--- config.mk ---
export PLATFORM = sky130hd
export DESIGN_NAME = dff_chk_sat_cnt
export DESIGN_NICKNAME = d
export VERILOG_FILES = /design/src/rtl/dff_chk_sat_cnt.sv
export SDC_FILE = /design/constraint.sdc
export NUM_CORES = 1
export LEC_CHECK = 0
export CORE_ASPECT_RATIO = 1.2
export CORE_UTILIZATION = 25
export CTS_BUF_LIST = sky130_fd_sc_hd__clkbuf_8
export DETAILED_ROUTE_END_ITERATION = 16
export PLACE_DENSITY = 0.47
export SYNTH_ARGS = -nofsm -noshare
export SYNTH_HDL_FRONTEND = slang
export SYNTH_SLANG_ARGS = --single-unit
export TNS_END_PERCENT = 100
--- constraint.sdc ---
create_clock -name clk -period 1.9 [get_ports clk]
set_clock_uncertainty 0.15 [all_clocks]
set_input_delay 0.57 -clock clk [delete_from_list [all_inputs] [get_ports clk]]
set_output_delay 0.57 -clock clk [all_outputs]
set_load 0.05 [all_outputs]
--- src/rtl/dff_chk_sat_cnt.sv ---
// Saturating up-counter with synchronous reset and clear.
// Reset wins over clear, and clear wins over increment.
module dff_chk_sat_cnt #(
    parameter int unsigned W = 16
) (
    input  logic         clk,
    input  logic         rst,
    input  logic         clr,
    input  logic         inc,
    output logic [W-1:0] cnt
);

    always_ff @(posedge clk) begin
        // NOTE: sequential state uses <= so every flop samples pre-edge values.
        if (rst || clr) begin
            cnt <= '0;
        end else if (inc && (cnt != '1)) begin
            cnt <= cnt + W'(1);
        end
    end

endmodule

==> results of run 1 <==
through the flow:
| step | cell area (um2) | setup slack, ns | std cells | setup TNS (ns) | hold slack (ns) |
|---|---|---|---|---|---|
| after floorplan | 871 | 0.000509 | 95 | 0 | 0.405 |
| after global placement | 1370 | -0.267 | 162 | -2.26 | 0.350 |
| after detailed placement | 1370 | -0.301 | 162 | -2.38 | 0.355 |
| after CTS | 1420 | 0.0615 | 167 | 0 | 0.366 |
| after global routing | 1460 | -0.0122 | 170 | -0.0144 | 0.394 |
| final | 1460 | 0.0507 | 170 | 0 | 0.366 |
timing repair:
item	in CTS	in global routing
setup buffers	1	3
setup endpoints to repair	3	5
resized for setup	1	4
pin swaps	3	4
tightest hold or removal path, stage by stage, from the launching register on:
cell and delay (ns):
dfxtp_2 0.35, o31ai_1 0.07, a21oi_1 0.06
routing by layer:
metal / track usage / vias up / wire, um
li1: - / 454 / -
met1: 0.185 / 432 / 994
met2: 0.235 / 24 / 1130
met3: 0.0208 / 7 / 89
met4: 0.0750 / 0 / 62
met5: 0 / - / 0
cells by family (layout without fill, tap and decap cells):
| group | after synthesis | in the layout | share of synthesized area |
|---|---|---|---|
| and+or+nand+nor | 44 | 44 | 0.338 |
| AOI/OAI and AO/OA | 27 | 27 | 0.219 |
| xor gates and xnor gates | 3 | 3 | 0.0310 |
| buffers and inverters | 4 | 43 | 0.0192 |
| adders and majority gates | 1 | 1 | 0.0148 |
| DFF | 16 | 16 | 0.378 |
cells in the mapped netlist:
cell type  number
a41o_1          4
inv_1           1
and3_4          1
nor3_1          1
a211oi_1        1
a31oi_1         3
xor2_1          2
and4_1          4
nor4_2          1
o41ai_2         1
or3_1           5
nand4_4         1
or4_1           3
and2_1          2
nand2_1         6
ha_1            1
nand4_2         1
o21ai_0         5
or4_4           1
clkbuf_1        2
nand4_1         5
xnor2_1         1
o211a_1         1
clkbuf_2        1
nand3_1         5
nor2_1          7
dfxtp_1        16
o31ai_1         3
or2_2           1
a21oi_1         9
worst max-delay path by stage:
| stage | start | to | slack (ns) | cells past startpoint |
|---|---|---|---|---|
| 6_report | cnt[12] | cnt[13] | 0.05 | 6 |
| 3_3_place_gp | inc | cnt[14] | -0.27 | 5 |
| 4_1_cts | cnt[0] | cnt[13] | 0.06 | 6 |
| 3_5_place_dp | inc | cnt[6] | -0.30 | 5 |
| 5_1_grt | cnt[0] | cnt[14] | -0.01 | 6 |
| 2_1_floorplan | cnt[11] | cnt[5] | 0.0005 | 3 |
where the power goes:
part	total [mW]	internal, mW	leakage (nW)	switching, mW
Clock	0.262	0.143	0.0269	0.119
Sequential	0.334	0.333	0.138	0.000824
Combinational	0.0501	0.0254	0.418	0.0248
layout make-up:
| cell class | count | area, um2 |
|---|---|---|
| clock inverters | 1 | 3.75 |
| fillers | 314 | 1680 |
| clock buffers | 3 | 41.3 |
| inverters | 1 | 3.75 |
| multi-input cells | 75 | 531 |
| repair buffers | 38 | 492 |
| well taps | 36 | 45.0 |
| flip-flops and latches | 16 | 347 |
==> out/qor.txt, run 1 <==
status = complete, no violations
Largest delay share family, worst path = simple AND/OR/NAND/NOR gates
post-detail-place hpwl = 1660 um
worst hold endpoint = cnt[15]
1st-iter DRT viols = 35
critical path class = flip-flop to flip-flop
starting density of the core = 0.270
H-tree Lvls = 1
Area growth, synth to finish = 72.7%
n_diodes = 0
total power = 646 uW
Worst Tran Pin Value = 0.367 ns
Residual DRC = 0
Rows = 22
Die Height = 65.8 um
drt first pass iters = 4
Post-Syn Area = 847 um2
Routability Congestion = 0.744
fin crit period = 1.85 ns
max FFs per register = 16
Post-CTS Hold Fix Bufs = 0
worst r2r src = cnt[12]
CTS max path bufs = 2
Pwr Density = 442 nW/um2
Setup crit end kind = flip-flop
Reg clk slew, reported paths = 0.07 ns
CP Launch Type = flip-flop
GRT Residual Overflow = 0
post-synthesis sequential area ratio = 0.378
DRT antenna net count = 0
Vias = 917
commonest non-fill, non-tap cell in the layout = buf_4
Top reg by flops = cnt
first-pass GRT wire length = 3910 um
slowest stage delay, CP = 0.51 ns
Max-slew headroom = 0.754
critical path's slowest cell = or4_1
Final setup violation count = 0
synthesis-stage register bit count = 16
Root Driver = clkbuf_8
top cell type by total area after synthesis = dfxtp_1
vias in the first global route = 868
CP cell instances = nand4_1, buf_4, nor4_2, buf_4, or4_1, a21oi_2
cell seen most often among critical-path stages = buf_4
Buf+Inv Stages, Crit Path = 2
top flop regs = cnt: 16 flops
initial antenna violation count = 0
leak pwr = 0.582 nW
fraction of layout cells with a size suffix above 1 = 0.463
CP max FO = 8
largest net degree at the start of global routing = 11
number of buffers created by CTS = 3
Mapped Nets = 100
Worst EP required = 1.93 ns
max_cap viols = 0
worst hold path type = flip-flop to flip-flop
reg2reg end = cnt[13]
clock tree sinks = 16
most frequent cells in the layout = buf_4, buf_12, dfxtp_2, a21oi_1, nor2_1
Overall Global Routing Usage = 0.147
final core utilization = 0.466
top cell type's share of synthesized area = 0.378
Crit path arrival time = 1.88 ns
synth warn = 0
clk_lat worst skew = 0.25 ns
Max IR drop VDD = 316 uV
hold depth = 2
Die W = 55.1 um
Mean Syn Cell Area = 8.92 um2
beginning of the worst hold path = cnt[15]
Cell variety after synth = 30
Die ar. = 3630 um2
Final Max Tran Viols = 0
IO buf count = 19
Max Fclk = 541 MHz
nets = 140
CTS tree = yes
Syn Inst Count = 95
R2R Setup Slk = 0.05 ns
Top Ports = 20
Worst Reg-to-Reg Cells = 6
WL final = 2280 um
vias per cell = 5.39
Synth area leaders = dfxtp_1, a21oi_1, a41o_1
DR WL/cell = 13.4 um
final count of hold timing violations = 0
Core Area = 3140 um2
Final Cycle Share = 0.973
Note: power is estimated with default switching activity, not from simulation.
==> run 2: changes to the inputs <==
--- a/config.mk
+++ b/config.mk
@@ -5,7 +5,7 @@
 export SDC_FILE = /design/constraint.sdc
 export NUM_CORES = 1
 export LEC_CHECK = 0
-export CORE_ASPECT_RATIO = 1.2
+export CORE_ASPECT_RATIO = 1.25
 export CORE_UTILIZATION = 25
 export CTS_BUF_LIST = sky130_fd_sc_hd__clkbuf_8
 export DETAILED_ROUTE_END_ITERATION = 16
==> out/qor.txt, run 2 (synthesis gave the netlist of run 1 again) <==
Post-CTS Setup Bufs = 0 (-1)
Reg clk slew, reported paths = 0.07 ns (about the same)
RSZ-0062 raised after global routing = false
total power = 652 uW (+0.83%)
vias in the first global route = 796 (-8.3%)
Psw = 149 uW (+3.4%)
status = complete, no violations
fraction of layout cells with a size suffix above 1 = 0.447 (-0.0157)
Worst EP required = 1.93 ns (about the same)
Max Fclk = 557 MHz (+3.1%)
Hold Slack = 0.357 ns (-0.00886 ns)
max FFs per register = 16 (unchanged)
Post-CTS Hold Fix Bufs = 0 (unchanged)
CP Launch Type = flip-flop
R2R Setup Slk = 0.11 ns (+0.06 ns)
Routability Congestion = 0.786 (+5.5%)
final count of hold timing violations = 0 (unchanged)
Final Max Tran Viols = 0 (unchanged)
combinational power share = 0.073 (-0.005)
Overall Global Routing Usage = 0.149 (+0.00176)
Vias = 879 (-4.1%)
post-detail-place hpwl = 1870 um (+13%)
max_cap viols = 0 (unchanged)
starting density of the core = 0.263 (-0.00713)
Top reg by flops = cnt
leak pwr = 0.571 nW (-2.0%)
first-pass GRT wire length = 3740 um (-4.3%)
CTS tree = yes
Layout fillers = 335 (+6.7%)
Setup crit end = cnt[14]
Max-slew headroom = 0.777 (+0.0233)
most frequent cells in the layout = buf_4, buf_12, dfxtp_2, a21oi_1, nor2_1
clock tree sinks = 16 (unchanged)
Setup crit end kind = flip-flop
Area growth, synth to finish = 70.3%
vias per cell = 5.20 (-3.6%)
Residual DRC = 0 (unchanged)
Worst Reg-to-Reg Cells = 6 (unchanged)
finished layout cell area = 1440 um2 (-1.4%)
largest net degree at the start of global routing = 10 (-1)
DRT antenna net count = 0 (unchanged)
CTS max path bufs = 2 (unchanged)
Die Height = 67.1 um (+2.0%)
Post-DP Area = 1380 um2 (+1.2%)
worst r2r src = cnt[0]
drt first pass iters = 4 (unchanged)
P_int = 502 uW (about the same)
Max IR drop VDD = 259 uV (-18%)
Core Area = 3220 um2 (+2.7%)
initial antenna violation count = 0 (unchanged)
1st-iter DRT viols = 13 (-63%)
Die ar. = 3630 um2 (about the same)
WL final = 2350 um (+2.9%)
fin crit period = 1.79 ns (-0.0552 ns)
Clock power frac = 0.412 (+0.007)
GRT Residual Overflow = 0 (unchanged)
Top Ports = 20 (unchanged)
n_diodes = 0 (unchanged)
Final setup violation count = 0 (unchanged)
Crit path arrival time = 1.82 ns (-0.06 ns)
Die W = 54.1 um (-1.9%)
DR WL/cell = 13.9 um (+3.6%)
register share of total power = 0.515 (-0.002)
critical path class = flip-flop to flip-flop
CP max FO = 4 (-4)
worst hold path type = flip-flop to flip-flop
commonest non-fill, non-tap cell in the layout = buf_4
Root Driver = clkbuf_8
reg2reg end = cnt[14]
H-tree Lvls = 1 (unchanged)
switching portion of total power = 0.229 (+0.00579)
top flop regs = cnt: 16 flops
Rows = 23 (+4.5%)
Worst Tran Pin Value = 0.332 ns (-0.0348 ns)
Pwr Density = 452 nW/um2 (+2.2%)
clk_lat worst skew = 0.25 ns (about the same)
number of buffers created by CTS = 3 (unchanged)
nets = 138 (-1.4%)
Final Cycle Share = 0.944 (-0.0291)
critical path startpoint = cnt[0]
IO buf count = 19 (unchanged)
==> run 2: cell types whose count changed in the layout (fill, tap and decap cells not counted), sizes merged <==
| cell | before | now |
|---|---|---|
| buf | 35 | 33 |
| inv | 2 | 1 |
| clkinv | 0 | 1 |
==> run 2: critical path, cell delays in order (launching register included) <==
cell,delay (ns)
dfxtp_4,0.34
ha_1,0.18
buf_4,0.12
nand4_1,0.14
a41o_1,0.27
or3_1,0.37
a21oi_1,0.13
==> run 2: layout make-up <==
cell class | instances | area, um2 | area share
well taps | 37 | 46.3 | 0.0321
inverters | 1 | 3.75 | 0.00260
clock buffers | 3 | 41.3 | 0.0286
clock inverters | 1 | 3.75 | 0.00260
flip-flops and latches | 16 | 344 | 0.239
repair buffers | 36 | 477 | 0.330
multi-input cells | 75 | 527 | 0.365
==> run 2: layer usage <==
| layer | track usage | share of wire | vias up |
|---|---|---|---|
| li1 | - | - | 449 |
| met1 | 0.164 | 0.41 | 409 |
| met2 | 0.259 | 0.53 | 16 |
| met3 | 0.0297 | 0.028 | 5 |
| met4 | 0.0769 | 0.023 | 0 |
| met5 | 0 | 0 | - |
==> run 2: what timing repair did <==
item,4_1_cts,5_1_grt
pin swaps,3,0
setup endpoints to repair,2,3
resized for setup,1,2
==> run 2: how the worst min path moves through the flow <==
stage          startpoint  endpoint  slack [ns]  cells past startpoint
6_report          cnt[15]   cnt[15]        0.36                      2
3_3_place_gp      cnt[15]   cnt[15]        0.35                      2
4_1_cts           cnt[15]   cnt[15]        0.36                      2
2_1_floorplan      cnt[1]    cnt[1]        0.41                      2
5_1_grt           cnt[15]   cnt[15]        0.38                      2
3_5_place_dp      cnt[15]   cnt[15]        0.35                      2
==> run 2: power by group through the flow <==
| stage | Combinational, mW | Clock (mW) | Sequential, mW |
|---|---|---|---|
| 2_1_floorplan | 0.0127 | 0 | 0.349 |
| 3_3_place_gp | 0.0478 | 0 | 0.343 |
| 3_5_place_dp | 0.0478 | 0 | 0.343 |
| 4_1_cts | 0.0473 | 0.275 | 0.336 |
| 5_1_grt | 0.0517 | 0.291 | 0.335 |
| 6_report | 0.0479 | 0.268 | 0.336 |
==> run 2: through the flow <==
| step | setup WS (ns) | util | std cells | TNS [ns] |
|---|---|---|---|---|
| final | 0.106 | 0.448 | 169 | 0 |
| after global routing | 0.00509 | 0.448 | 169 | 0 |
| after CTS | 0.0563 | 0.443 | 169 | 0 |
| after detailed placement | -0.307 | 0.429 | 165 | -2.64 |
| after global placement | -0.256 | 0.429 | 165 | -2.27 |
| after floorplan | 0.000509 | - | 95 | 0 |
